### src/rtl/breakout_game_if.sv
// Breakout game-state bus: frame strobe and buttons in, renderer coordinates and flags out.
// frame_tick is a one-cycle strobe with no back-pressure; the engine drops ticks while an update is in flight.
interface breakout_game_if;
   logic        frame_tick;
   logic        btn_l;
   logic        btn_r;
   logic        btn_start;
   logic [10:0] paddle_h;
   logic [10:0] paddle_v;
   logic [10:0] ball_h;
   logic [10:0] ball_v;
   logic [23:0] barr;
   logic        gameover;
   logic        win;
   logic [1:0]  dbg_state;

   modport master (
      output frame_tick, btn_l, btn_r, btn_start,
      input  paddle_h, paddle_v, ball_h, ball_v, barr, gameover, win, dbg_state
   );

   modport slave (
      input  frame_tick, btn_l, btn_r, btn_start,
      output paddle_h, paddle_v, ball_h, ball_v, barr, gameover, win, dbg_state
   );
endinterface

### src/rtl/breakout_game_ctrl.sv
// Per-frame breakout engine: paddle motion, ball motion, wall/paddle/brick/floor collisions.
// Two-stage update: stage A latches the computed next frame, stage B commits it to the outputs.
module breakout_game_ctrl #(
   parameter int SCR_W       = 640,
   parameter int SCR_H       = 480,
   parameter int PADDLE_W    = 100,
   parameter int PADDLE_H    = 20,
   parameter int PADDLE_Y    = 20,
   parameter int PADDLE_STEP = 4,
   parameter int BALL_S      = 5,
   parameter int BALL_D      = 2
) (
   input  logic            dclk,
   input  logic            clr,
   breakout_game_if.slave  bus
);
   typedef enum logic [1:0] {IDLE = 2'd0, PLAY = 2'd1, OVER = 2'd2, WIN = 2'd3} game_state_t;

   localparam logic signed [11:0] ZERO     = 12'sd0;
   localparam logic signed [11:0] H_MAX    = 12'(SCR_W - BALL_S);
   localparam logic signed [11:0] V_MAX    = 12'(SCR_H - BALL_S);
   localparam logic signed [11:0] P_MAX    = 12'(SCR_W - PADDLE_W);
   localparam logic signed [11:0] P_HOME   = 12'((SCR_W - PADDLE_W) / 2);
   localparam logic signed [11:0] P_STEP   = 12'(PADDLE_STEP);
   localparam logic signed [11:0] P_WID    = 12'(PADDLE_W);
   localparam logic signed [11:0] B_SIDE   = 12'(BALL_S);
   localparam logic signed [11:0] B_STEP   = 12'(BALL_D);
   localparam logic signed [11:0] B_HALF   = 12'(BALL_S / 2);
   localparam logic signed [11:0] PARK_V   = 12'(PADDLE_Y + PADDLE_H);
   localparam logic signed [11:0] PARK_OFS = 12'sd48;
   localparam logic signed [11:0] BRK_L    = 12'sd64;
   localparam logic signed [11:0] BRK_R    = 12'sd575;
   localparam logic signed [11:0] BRK_B    = 12'sd320;
   localparam logic signed [11:0] BRK_T    = 12'sd415;
   localparam logic [23:0]        ALL_BRK  = 24'hFFFFFF;

   // committed frame (dir = 1 means positive direction)
   game_state_t        state_q;
   logic signed [11:0] paddle_q, ball_h_q, ball_v_q;
   logic [23:0]        barr_q;
   logic               gameover_q, win_q, dir_x_q, dir_y_q;

   // stage A holding registers
   logic               stage_a_q;
   game_state_t        state_a;
   logic signed [11:0] paddle_a, ball_h_a, ball_v_a;
   logic [23:0]        barr_a;
   logic               gameover_a, win_a, dir_x_a, dir_y_a;

   // next-frame values
   game_state_t        n_state;
   logic signed [11:0] n_paddle, n_bh, n_bv;
   logic [23:0]        n_barr;
   logic               n_go, n_win, n_dx, n_dy;

   logic signed [11:0] step_h, step_v, cx, cy, dy_off, dx_off;
   logic [4:0]         brick_idx;
   logic [23:0]        brick_mask;
   logic               in_zone, brick_hit, paddle_hit;
   logic               unused_bits;

   always_comb begin
      n_state  = state_q;
      n_paddle = paddle_q;
      n_bh     = ball_h_q;
      n_bv     = ball_v_q;
      n_barr   = barr_q;
      n_go     = gameover_q;
      n_win    = win_q;
      n_dx     = dir_x_q;
      n_dy     = dir_y_q;

      step_h     = dir_x_q ? ball_h_q + B_STEP : ball_h_q - B_STEP;
      step_v     = dir_y_q ? ball_v_q + B_STEP : ball_v_q - B_STEP;
      cx         = step_h + B_HALF;
      cy         = step_v + B_HALF;
      dy_off     = BRK_T - cy;
      dx_off     = cx - BRK_L;
      // rows are 32 px tall and columns 64 px wide, so the index is just two bit fields
      brick_idx  = {dy_off[6:5], dx_off[8:6]};
      brick_mask = 24'd1 << brick_idx;
      in_zone    = (cx >= BRK_L) && (cx <= BRK_R) && (cy >= BRK_B) && (cy <= BRK_T);
      brick_hit  = in_zone && |(barr_q & brick_mask);
      paddle_hit = !dir_y_q && (ball_v_q > PARK_V) && (step_v <= PARK_V) &&
                   (ball_h_q + B_SIDE > paddle_q) && (ball_h_q < paddle_q + P_WID);

      if (state_q == IDLE || state_q == PLAY) begin
         if (bus.btn_l && !bus.btn_r)
            n_paddle = (paddle_q >= P_STEP) ? paddle_q - P_STEP : ZERO;
         else if (bus.btn_r && !bus.btn_l)
            n_paddle = (paddle_q <= P_MAX - P_STEP) ? paddle_q + P_STEP : P_MAX;
      end

      case (state_q)
         IDLE: begin
            n_bh = n_paddle + PARK_OFS;
            n_bv = PARK_V;
            if (bus.btn_start) begin
               n_state = PLAY;
               n_dx    = 1'b1;
               n_dy    = 1'b1;
            end
         end
         PLAY: begin
            if (step_h <= ZERO) begin
               n_bh = ZERO;
               n_dx = 1'b1;
            end else if (step_h >= H_MAX) begin
               n_bh = H_MAX;
               n_dx = 1'b0;
            end else begin
               n_bh = step_h;
            end
            // vertical outcomes are mutually exclusive, in priority order
            if (step_v >= V_MAX) begin
               n_bv = V_MAX;
               n_dy = 1'b0;
            end else if (paddle_hit) begin
               n_bv = PARK_V;
               n_dy = 1'b1;
            end else if (brick_hit) begin
               n_barr = barr_q & ~brick_mask;
               n_dy   = ~dir_y_q;
               n_bh   = ball_h_q;
               n_bv   = ball_v_q;
            end else if (step_v <= ZERO) begin
               n_bv    = ZERO;
               n_go    = 1'b1;
               n_state = OVER;
            end else begin
               n_bv = step_v;
            end
            if (n_barr == 24'd0) begin
               n_win   = 1'b1;
               n_go    = 1'b0;
               n_state = WIN;
            end
         end
         OVER, WIN: begin
            if (bus.btn_start) begin
               n_state  = IDLE;
               n_barr   = ALL_BRK;
               n_paddle = P_HOME;
               n_bh     = P_HOME + PARK_OFS;
               n_bv     = PARK_V;
               n_go     = 1'b0;
               n_win    = 1'b0;
               n_dx     = 1'b1;
               n_dy     = 1'b1;
            end
         end
         default: n_state = IDLE;
      endcase
   end

   always_ff @(posedge dclk) begin
      if (!clr) begin
         stage_a_q  <= 1'b0;
         state_q    <= IDLE;
         paddle_q   <= P_HOME;
         ball_h_q   <= P_HOME + PARK_OFS;
         ball_v_q   <= PARK_V;
         barr_q     <= ALL_BRK;
         gameover_q <= 1'b0;
         win_q      <= 1'b0;
         dir_x_q    <= 1'b1;
         dir_y_q    <= 1'b1;
         state_a    <= IDLE;
         paddle_a   <= P_HOME;
         ball_h_a   <= P_HOME + PARK_OFS;
         ball_v_a   <= PARK_V;
         barr_a     <= ALL_BRK;
         gameover_a <= 1'b0;
         win_a      <= 1'b0;
         dir_x_a    <= 1'b1;
         dir_y_a    <= 1'b1;
      end else begin
         stage_a_q <= 1'b0;
         if (bus.frame_tick && !stage_a_q) begin
            stage_a_q  <= 1'b1;
            state_a    <= n_state;
            paddle_a   <= n_paddle;
            ball_h_a   <= n_bh;
            ball_v_a   <= n_bv;
            barr_a     <= n_barr;
            gameover_a <= n_go;
            win_a      <= n_win;
            dir_x_a    <= n_dx;
            dir_y_a    <= n_dy;
         end
         if (stage_a_q) begin
            state_q    <= state_a;
            paddle_q   <= paddle_a;
            ball_h_q   <= ball_h_a;
            ball_v_q   <= ball_v_a;
            barr_q     <= barr_a;
            gameover_q <= gameover_a;
            win_q      <= win_a;
            dir_x_q    <= dir_x_a;
            dir_y_q    <= dir_y_a;
         end
      end
   end

   assign bus.paddle_h  = paddle_q[10:0];
   assign bus.paddle_v  = 11'(PADDLE_Y);
   assign bus.ball_h    = ball_h_q[10:0];
   assign bus.ball_v    = ball_v_q[10:0];
   assign bus.barr      = barr_q;
   assign bus.gameover  = gameover_q;
   assign bus.win       = win_q;
   assign bus.dbg_state = state_q;

   // sign bits never leave 0 because every coordinate is clamped into the screen
   assign unused_bits = ^{paddle_q[11], ball_h_q[11], ball_v_q[11],
                          dy_off[11:7], dy_off[4:0], dx_off[11:9], dx_off[5:0]};
endmodule
### src/flat_wrapper.sv
// flat-port wrapper written by rule: the top's interface ports become plain ports
module breakout_game_ctrl_flat 
#(
   parameter int SCR_W       = 640,
   parameter int SCR_H       = 480,
   parameter int PADDLE_W    = 100,
   parameter int PADDLE_H    = 20,
   parameter int PADDLE_Y    = 20,
   parameter int PADDLE_STEP = 4,
   parameter int BALL_S      = 5,
   parameter int BALL_D      = 2
)
  (dclk, clr, bus_frame_tick, bus_btn_l, bus_btn_r, bus_btn_start, bus_paddle_h, bus_paddle_v, bus_ball_h, bus_ball_v, bus_barr, bus_gameover, bus_win, bus_dbg_state);
  breakout_game_if bus_i ();
  input  logic dclk;
  input  logic clr;
  input wire logic [$bits(bus_i.frame_tick)-1:0] bus_frame_tick;
  input wire logic [$bits(bus_i.btn_l)-1:0] bus_btn_l;
  input wire logic [$bits(bus_i.btn_r)-1:0] bus_btn_r;
  input wire logic [$bits(bus_i.btn_start)-1:0] bus_btn_start;
  output wire logic [$bits(bus_i.paddle_h)-1:0] bus_paddle_h;
  output wire logic [$bits(bus_i.paddle_v)-1:0] bus_paddle_v;
  output wire logic [$bits(bus_i.ball_h)-1:0] bus_ball_h;
  output wire logic [$bits(bus_i.ball_v)-1:0] bus_ball_v;
  output wire logic [$bits(bus_i.barr)-1:0] bus_barr;
  output wire logic [$bits(bus_i.gameover)-1:0] bus_gameover;
  output wire logic [$bits(bus_i.win)-1:0] bus_win;
  output wire logic [$bits(bus_i.dbg_state)-1:0] bus_dbg_state;
  assign bus_i.frame_tick = bus_frame_tick;
  assign bus_i.btn_l = bus_btn_l;
  assign bus_i.btn_r = bus_btn_r;
  assign bus_i.btn_start = bus_btn_start;
  assign bus_paddle_h = bus_i.paddle_h;
  assign bus_paddle_v = bus_i.paddle_v;
  assign bus_ball_h = bus_i.ball_h;
  assign bus_ball_v = bus_i.ball_v;
  assign bus_barr = bus_i.barr;
  assign bus_gameover = bus_i.gameover;
  assign bus_win = bus_i.win;
  assign bus_dbg_state = bus_i.dbg_state;
  breakout_game_ctrl #(.SCR_W(SCR_W), .SCR_H(SCR_H), .PADDLE_W(PADDLE_W), .PADDLE_H(PADDLE_H), .PADDLE_Y(PADDLE_Y), .PADDLE_STEP(PADDLE_STEP), .BALL_S(BALL_S), .BALL_D(BALL_D)) u_core (.dclk(dclk), .clr(clr), .bus(bus_i));
endmodule
### config.mk
export PLATFORM = sky130hd
export DESIGN_NAME = breakout_game_ctrl_flat
export DESIGN_NICKNAME = d
export VERILOG_FILES = /design/src/rtl/breakout_game_if.sv /design/src/rtl/breakout_game_ctrl.sv /design/src/flat_wrapper.sv
export SDC_FILE = /design/constraint.sdc
export NUM_CORES = 1
export LEC_CHECK = 0
export ABC_AREA = 1
export CORE_ASPECT_RATIO = 0.75
export CORE_MARGIN = 1
export CORE_UTILIZATION = 25
export DETAILED_ROUTE_END_ITERATION = 7
export PLACE_DENSITY = 0.53
export SLEW_MARGIN = 20
export SYNTH_ARGS = -nofsm -noshare
export SYNTH_HDL_FRONTEND = slang
export SYNTH_SLANG_ARGS = --single-unit
export TNS_END_PERCENT = 1
### constraint.sdc
create_clock -name dclk -period 3.96 [get_ports dclk]
set_input_delay 0.396 -clock dclk [delete_from_list [all_inputs] [get_ports dclk]]
set_output_delay 0.396 -clock dclk [all_outputs]
set_load 0.01 [all_outputs]
==> results.txt, run 1 <==
Outcome: finished clean
DRT Pass-1 Iters: 5
Hold_buf cts: 0
Max Buffers Root-to-Sink: 2
Synthesized area: 10300 µm²
Area of the multi-input gates: 6869 µm²
Post-synth top area share: 0.2585
Critical Path Fanout Max: 10
RePlAce Congestion: 0.9497
Worst hold path type: reg -> reg
Total CTS buffers: 17
TritonCTS clock tree: built
DR WL/cell: 17.05 µm
Die height: 177.8 µm
Core Area: 40040 µm²
Slowest Stage Delay on Critical Path: 0.55 ns
Mean area per synthesized cell: 6.258 µm²
Clock-pin transition on the worst setup and hold timing paths: 0.06 ns
Pwr Density: 383.0 nW/µm²
Post-synth EDFFs: 0
WL final: 39740 µm
Met2 routed WL: 16040 µm
Pint: 3.244 mW
Synthesized flop and latch total: 133
Tcrit/Tclk final: 0.9980
Port bufs: 66
Sw frac: 0.3708
MaxCap Viol Count: 0
Reg power frac: 0.296
FMAX: 253.0 MHz
Critical path launch point type: flop
Ys Warns: 0
Initial DRC Count: 1003
Nets: 1862
Final ANT Viol Nets: 0
Cells after Synth: 1646
Top sig layer: met4
H-tree depth: 4
Met3 WL: 2787 µm
Setup TNS: 0 ns
Register Area: 2683 µm²
Post-synth cell types: 51
Critical Path End Type: flop
Fillers: 4405
Vias per cell: 4.991
First-pass GRT wire length: 62290 µm
Critical path's most frequent cell: nor2_4
Detail Placement HPWL: 29420 µm
Vias in the first global route: 10927
# IOs: 78
Share of layout cells above drive strength 1: 0.1867
Buf/Inv on CP: 5
Register area share after synthesis: 0.2585
Placement row count: 63
Ys async rst share: 0
Worst Max-Slew Pin Slew: 1.031 ns
Grt ovf: 0
Setup Skew: 0.009096 ns
Area Growth Syn to Fin: 30.69%
Crit-path leading delay family: simple AND/OR/NAND/NOR gates
Clock root buffer: clkbuf_16
Final instance area: 13460 µm²
Area contributors post-synth: dfxtp_1 26%, nand2_1 14%, o21ai_0 7.9%, a21oi_1 7.3%, ha_1 6.8%
Slew Viols, Final: 0
Largest net degree at the start of global routing: 74
Slew Limit Headroom: 0.3130
Ys flop type: dfxtp_1
Die X: 236.4 µm
Clock share of power: 0.340
Leakage: 6.037 nW
Setup violators final: 0
Final critical-path required period: 3.952 ns
Final hold vios: 0
Worst vdd ir: 0.2699 mV
RSZ-0062 raised after global routing: true
P_sw: 1.912 mW
Combinational power share: 0.364
Critical Path AT: 4.34 ns
Via count: 11629
Initial antenna violation count: 0
Met1 wire length: 20520 µm
CTS sink cnt: 133
Yosys top cell by area: dfxtp_1
Tot GR Track Use: 0.1890
Post-DP Area: 12320 µm²
Crit path required time: 4.35 ns
Full die area: 42020 µm²
Clk_lat worst skew: 0.45 ns
Critical path class: reg -> reg
N_diodes: 0
DRC errors left: 0
Initial Util: 0.2572
Slowest-stage cell, CP: fa_2
final timing paths:
check / startpoint / endpoint / slack [ns] / depth (start not counted)
max: u_core.dir_y_q / u_core.win_a / 0.008 / 29
min: u_core.ball_h_a[0] / u_core.ball_h_a[0] / 0.46 / 2
max reg2reg: u_core.dir_y_q / u_core.win_a / 0.008 / 29
min reg2reg: u_core.ball_h_a[0] / u_core.ball_h_a[0] / 0.46 / 2
worst min-delay path, delay by kind of cell (launching register included):
kind	cells	cell delay, ns
flip-flops	1	0.30
AND/OR/NAND/NOR	1	0.06
AO/OA/AOI/OAI	1	0.06
metrics by stage:
| stage | power, mW | utilization | hold WS (ns) | setup slack, ns | cells |
|---|---|---|---|---|---|
| 2_1_floorplan | 2.579 | - | 0.4359 | 0.01367 | 1655 |
| 3_5_place_dp | 3.230 | 0.3077 | 0.4542 | -0.2710 | 2292 |
| 4_1_cts | 5.041 | 0.3269 | 0.4628 | 0.001673 | 2326 |
| 3_3_place_gp | 3.227 | 0.3077 | 0.4453 | -0.2399 | 2292 |
| 6_report | 5.156 | 0.3361 | 0.4621 | 0.007965 | 2330 |
| 5_1_grt | 5.443 | 0.3361 | 0.4820 | -0.2801 | 2330 |
cells by family after synthesis:
| logic type | count (synthesis) | synth area share |
|---|---|---|
| AO/OA/AOI/OAI | 388 | 0.2069 |
| adder cells (fa/ha/maj) | 58 | 0.07191 |
| XOR/XNOR | 26 | 0.02211 |
| buffers and inverters | 280 | 0.1205 |
| AND/OR/NAND/NOR | 759 | 0.3194 |
| flip-flops | 133 | 0.2585 |
| other | 2 | 0.0007291 |
layout by cell type (no fill, tap or decap), types with 15 or more instances in the layout:
master / instances
inv_1: 149
nand4_1: 34
clkdlybuf4s50_1: 65
nand3_1: 125
nor2_2: 19
nand2_2: 30
a31oi_1: 15
xor2_1: 21
o21ai_0: 158
nor3_1: 18
ha_1: 45
nor2_1: 116
o211ai_1: 16
dfxtp_1: 123
nor2_4: 21
clkbuf_16: 17
nand2_1: 368
buf_4: 163
a21oi_1: 146
repair_timing:
action                                  CTS  global route
resized for setup                        25            99
cloned                                    0             1
endpoints found under the setup margin   18            38
setup buffers                             3             3
pin swaps                                 5            22
sequential cells by signal (all words and copies together), names as in the netlist:
signal                flops
u_core.state_a            2
u_core.bus.dbg_state      2
u_core.ball_h_q          12
u_core.dir_y_a            1
u_core.paddle_q          12
u_core.ball_v_a          12
u_core.barr_a            24
u_core.stage_a_q          1
u_core.dir_y_q            1
u_core.bus.win            1
u_core.bus.gameover       1
u_core.dir_x_q            1
u_core.ball_v_q          12
u_core.dir_x_a            1
u_core.gameover_a         1
u_core.win_a              1
u_core.paddle_a          12
u_core.ball_h_a          12
u_core.bus.barr          24
synthesized netlist by cell type (7+ instances only):
cell type / n
clkbuf_1: 56
a31oi_1: 15
buf_4: 47
nand2_1: 392
xor2_1: 21
dfxtp_1: 133
nand3_1: 131
nand3_2: 7
o211ai_1: 16
nand2_2: 10
nor3_1: 20
nor2_1: 143
a21oi_1: 150
inv_2: 7
o21ai_0: 162
nand4_1: 34
nor2_2: 7
ha_1: 56
inv_1: 155
final cells by class:
| cell class | count | share of cell area |
|---|---|---|
| inverters | 168 | 0.04843 |
| well taps | 520 | 0.04834 |
| flip-flops and latches | 133 | 0.1993 |
| clock inverters | 8 | 0.01088 |
| clock buffers | 23 | 0.03551 |
| repair buffers | 235 | 0.1472 |
| multi-input cells | 1243 | 0.5103 |
metal layers:
layer / vias to the layer above / global-route usage
met3: 29 / 0.03655
met4: 0 / 0.03680
met2: 382 / 0.2730
li1: 5770 / -
met5: - / 0
met1: 5448 / 0.2856
power by group through the flow:
stage / Clock [mW] / Sequential (mW) / Combinational [mW]
final: 1.75 / 1.52 / 1.88
after global routing: 1.84 / 1.54 / 2.07
after CTS: 1.78 / 1.52 / 1.74
after detailed placement: 0 / 1.55 / 1.68
after global placement: 0 / 1.55 / 1.68
after floorplan: 0 / 1.53 / 1.05
Power figures use the tool's default switching activity.
==> run 2: changes to the inputs <==
--- a/config.mk
+++ b/config.mk
@@ -6,11 +6,13 @@
 export NUM_CORES = 1
 export LEC_CHECK = 0
 export ABC_AREA = 1
+export CAP_MARGIN = 20
 export CORE_ASPECT_RATIO = 0.75
-export CORE_MARGIN = 1
+export CORE_MARGIN = 3
 export CORE_UTILIZATION = 25
 export DETAILED_ROUTE_END_ITERATION = 7
 export PLACE_DENSITY = 0.53
+export SETUP_SLACK_MARGIN = 0.02
 export SLEW_MARGIN = 20
 export SYNTH_ARGS = -nofsm -noshare
 export SYNTH_HDL_FRONTEND = slang
==> results.txt, run 2 (synthesis results as in run 1) <==
Outcome: finished, violations left
Failing checks: negative setup slack
Final critical-path required period: 3.992 ns
Worst vdd ir: 0.2124 mV
Met3 WL: 2088 µm
Commonest non-fill, non-tap cell in the layout: nand2_1
Detail Placement HPWL: 30310 µm
N_diodes: 0
MaxCap Viol Count: 0
Top sig layer: met4
# IOs: 78
Placement row count: 63
Slew Limit Headroom: 0.3941
Die X: 240.4 µm
Clk_lat worst skew: 0.45 ns
Vias per cell: 4.956
Nets: 1938
Critical Path End Type: flop
Worst Max-Slew Pin Slew: 0.9079 ns
Slowest-stage cell, CP: fa_2
Critical path's most frequent cell: nor2_4
Critical Path AT: 4.37 ns
Final hold vios: 0
Fin util: 0.3499
Share of layout cells above drive strength 1: 0.2377
Pwr Density: 359.3 nW/µm²
FMAX: 250.5 MHz
Leakage: 6.376 nW
CTS sink cnt: 133
Reg2Reg Setup Slack: -0.03 ns
Grt ovf: 0
Setup violators final: 4
Full die area: 43700 µm²
Max Buffers Root-to-Sink: 2
Core Area: 40120 µm²
Reg2reg start: u_core.dir_y_q
Most frequent cells in the layout: 355 x nand2_1, 233 x buf_4, 150 x o21ai_0
Via count: 11920
Met2 routed WL: 16570 µm
Area Growth Syn to Fin: 36.29%
Cell count of the worst reg-to-reg path: 31
Initial Util: 0.2567
Port bufs: 66
Critical Path Fanout Max: 7
Hold depth: 2
Slowest Stage Delay on Critical Path: 0.56 ns
Final instance area: 14040 µm²
TritonCTS clock tree: built
Post-DP Area: 12690 µm²
WL final: 41130 µm
H-tree depth: 4
Met1 wire length: 21980 µm
Hold endpoint: u_core.ball_v_a[9]
Tot GR Track Use: 0.1858
Slew Viols, Final: 0
Die height: 181.8 µm
RR Endpoint: u_core.win_a
Crit-path leading delay family: simple AND/OR/NAND/NOR gates
DRT Pass-1 Iters: 5
Clock-pin transition on the worst setup and hold timing paths: 0.06 ns
Crit path required time: 4.34 ns
First-pass GRT wire length: 64250 µm
Critical path launch point type: flop
Min-delay src: u_core.ball_v_a[9]
DR WL/cell: 17.10 µm
Initial DRC Count: 932
Initial antenna violation count: 0
DRC errors left: 0
Worst hold path type: reg -> reg
Setup Skew: 0.01054 ns
Tcrit/Tclk final: 1.008
Clock root buffer: clkbuf_16
Vias in the first global route: 11324
Final ANT Viol Nets: 0
Largest net degree at the start of global routing: 74
Buf/Inv on CP: 6
Fillers: 4300
RSZ-0062 raised after global routing: true
Total CTS buffers: 17
RePlAce Congestion: 0.9309
Min setup slack post-route: -0.03151 ns
Critical path class: reg -> reg
run 2: cell type report:
cell class,count,area [µm²],share of cell area
Timing Repair Buffer,309,2529,0.1801
Sequential cell,133,2686,0.1914
Clock buffer,25,495.5,0.03530
Tap cell,520,650.6,0.04635
Multi-Input combinational cell,1243,6980,0.4973
Clock inverter,5,25.02,0.001783
Timing Repair inverter,2,12.51,0.0008913
Inverter,168,658.1,0.04688
run 2: repair_timing:
action	in CTS	in global routing
gates resized for setup	93	89
pin swaps	43	50
gates cloned	4	0
hold buffers	0	0
hold endpoints to repair	0	0
setup endpoints to repair	26	38
buffers inserted	21	6
run 2: stage by stage:
| stage | setup TNS, ns | setup slack (ns) | hold WS, ns | cells | power [mW] |
|---|---|---|---|---|---|
| after global placement | -3.096 | -0.4433 | 0.4430 | 2345 | 3.309 |
| after detailed placement | -4.410 | -0.4876 | 0.4530 | 2345 | 3.316 |
| after floorplan | 0 | 0.02255 | 0.4359 | 1655 | 2.581 |
| final | -0.07333 | -0.03151 | 0.4632 | 2405 | 5.043 |
| after global routing | -3.323 | -0.2755 | 0.4810 | 2405 | 5.330 |
| after CTS | 0 | 0.01118 | 0.4632 | 2400 | 4.958 |
run 2: how the worst max path moves through the flow:
stage | from | endpoint | slack (ns) | cells after the start
global placement | u_core.dir_y_q | u_core.ball_h_a[6] | -0.44 | 27
global route | u_core.dir_y_q | u_core.ball_h_a[8] | -0.28 | 27
CTS | u_core.dir_y_q | u_core.win_a | 0.01 | 30
floorplan | u_core.dir_y_q | u_core.ball_h_a[9] | 0.02 | 31
finish | u_core.dir_y_q | u_core.win_a | -0.03 | 31
detailed placement | u_core.dir_y_q | u_core.ball_h_a[6] | -0.49 | 27
run 2: routing by layer:
| layer | vias to the layer above | track usage |
|---|---|---|
| met2 | 324 | 0.2644 |
| li1 | 5927 | - |
| met5 | - | 0 |
| met3 | 37 | 0.02536 |
| met4 | 0 | 0.04229 |
| met1 | 5632 | 0.2908 |
run 2: where the power goes:
part / leakage (nW) / internal, mW / switching, mW
clock: 0.263 / 0.853 / 0.619
sequential: 1.10 / 1.43 / 0.0937
combinational: 5.02 / 0.811 / 1.24
run 2: worst register-to-register path: cells and delay by family, from the launching register on:
kind | cells | cell delay, ns
buf+inv | 6 | 0.49
fa+ha+maj | 2 | 0.85
simple gates | 22 | 2.10
flops | 1 | 0.37
compound gates | 1 | 0.13
==> run 3: changes to the inputs <==
--- a/config.mk
+++ b/config.mk
@@ -11,7 +11,7 @@
 export CORE_MARGIN = 3
 export CORE_UTILIZATION = 25
 export DETAILED_ROUTE_END_ITERATION = 7
-export PLACE_DENSITY = 0.53
+export PLACE_DENSITY = 0.46
 export SETUP_SLACK_MARGIN = 0.02
 export SLEW_MARGIN = 20
 export SYNTH_ARGS = -nofsm -noshare
==> results.txt, run 3 (synthesis results as in run 1) <==
Outcome: finished, violations left
DRT Pass-1 Iters: 5
Slowest Stage Delay on Critical Path: 0.57 ns
H-tree depth: 4
Setup violators final: 11
Die height: 181.8 µm
Final critical-path required period: 4.049 ns
Initial Util: 0.2567
Max Buffers Root-to-Sink: 2
First-pass GRT wire length: 65340 µm
Slew Limit Headroom: 0.3632
Nets: 1937
DRC errors left: 0
Worst Max-Slew Pin Slew: 0.9538 ns
Port bufs: 66
Crit path required time: 4.33 ns
Initial antenna violation count: 0
CTS sink cnt: 133
Clock-pin transition on the worst setup and hold timing paths: 0.07 ns
Critical Path End Type: flop
Critical path class: reg -> reg
Tcrit/Tclk final: 1.022
Worst vdd ir: 0.2125 mV
Post-DP Area: 12650 µm²
Area Growth Syn to Fin: 37.17%
Setup Skew: 0.01113 ns
N_diodes: 0
Commonest non-fill, non-tap cell in the layout: nand2_1
Critical Path AT: 4.42 ns
# IOs: 78
Largest net degree at the start of global routing: 74
Via count: 11747
Final Non-Filler Cells: 2406
Critical path launch point type: flop
Slowest-stage cell, CP: fa_2
FMAX: 247.0 MHz
Share of layout cells above drive strength 1: 0.2328
MaxCap Viol Count: 0
Most frequent cells in the layout: 362 x nand2_1, 231 x buf_4, 149 x o21ai_0
Tot GR Track Use: 0.1919
Failing checks: negative setup slack
Final Power: 5.145 mW
WL final: 42020 µm
Core Area: 40120 µm²
Inst Count DP: 2338
RSZ-0062 raised after global routing: true
Leakage: 6.407 nW
DR WL/cell: 17.46 µm
RePlAce Congestion: 0.9202
Vias per cell: 4.882
TritonCTS clock tree: built
Vias in the first global route: 11160
Critical Path Fanout Max: 6
Min setup slack post-route: -0.08865 ns
Total CTS buffers: 17
Placement row count: 63
Clk_lat worst skew: 0.45 ns
Hold_buf cts: 0
Final instance area: 14130 µm²
Pwr Density: 364.2 nW/µm²
Initial DRC Count: 832
Slew Viols, Final: 0
Clock root buffer: clkbuf_16
Full die area: 43700 µm²
Detail Placement HPWL: 30860 µm
Buf/Inv on CP: 7
Crit-path leading delay family: simple AND/OR/NAND/NOR gates
Final ANT Viol Nets: 0
Grt ovf: 0
Final hold vios: 0
Worst hold path type: reg -> reg
Die X: 240.4 µm
==> run 3: cell count changes in the layout (fill, tap and decap cells not counted), moves of 4 or more <==
cell,change
nand2_1,+7
nand2_2,-6
nor2_1,+5
clkbuf_1,-4
clkbuf_8,-4
clkinv_4,+4
nor2_4,-4
==> run 3: where the power goes <==
group	internal [mW]	switching [mW]
clock	0.865	0.702
sequential	1.43	0.0935
combinational	0.837	1.22
==> run 3: layout make-up <==
| type | instances | area (µm²) |
|---|---|---|
| Inverter | 168 | 665.6 |
| Multi-Input combinational cell | 1243 | 6977 |
| Fill cell | 4325 | 25990 |
| Sequential cell | 133 | 2675 |
| Clock inverter | 15 | 131.4 |
| Timing Repair Buffer | 310 | 2604 |
| Tap cell | 520 | 650.6 |
| Clock buffer | 17 | 425.4 |
==> run 3: per-layer routing <==
metal,wire [µm],vias up,GRT usage
li1,-,5924,-
met5,0,-,0
met1,22690,5511,0.2991
met3,2058,43,0.02809
met2,16600,269,0.2690
met4,677,0,0.05262
==> run 3: tightest hold or removal path, cell delays in order (launching register included) <==
cell and delay [ns]:
dfxtp_1 0.31, nand2_1 0.06, a21oi_1 0.05
==> run 3: path summary, 6_finish.rpt <==
| check | startpoint | end | slack, ns | depth (start not counted) |
|---|---|---|---|---|
| worst min register to register | u_core.ball_v_a[0] | u_core.ball_v_a[0] | 0.46 | 2 |
| worst min-delay path | u_core.ball_v_a[0] | u_core.ball_v_a[0] | 0.46 | 2 |
| worst max register to register | u_core.dir_y_q | u_core.win_a | -0.09 | 30 |
| worst max-delay path | u_core.dir_y_q | u_core.win_a | -0.09 | 30 |
==> run 3: timing repair <==
item	4_1_cts	5_1_grt
resized for setup	75	94
gates cloned	1	1
endpoints found under the hold margin	0	0
pin swaps	41	51
setup endpoints to repair	22	48
buffers inserted	22	13
==> run 3: per-stage QoR <==
stage / utilization / TNS, ns / worst slack, ns / hold slack (ns)
2_1_floorplan: - / 0 / 0.02255 / 0.4359
3_3_place_gp: 0.3152 / -2.550 / -0.3376 / 0.4477
3_5_place_dp: 0.3152 / -2.026 / -0.3435 / 0.4499
4_1_cts: 0.3418 / -0.1714 / -0.07059 / 0.4628
5_1_grt: 0.3521 / -6.827 / -0.3939 / 0.4882
6_report: 0.3521 / -0.4509 / -0.08865 / 0.4631
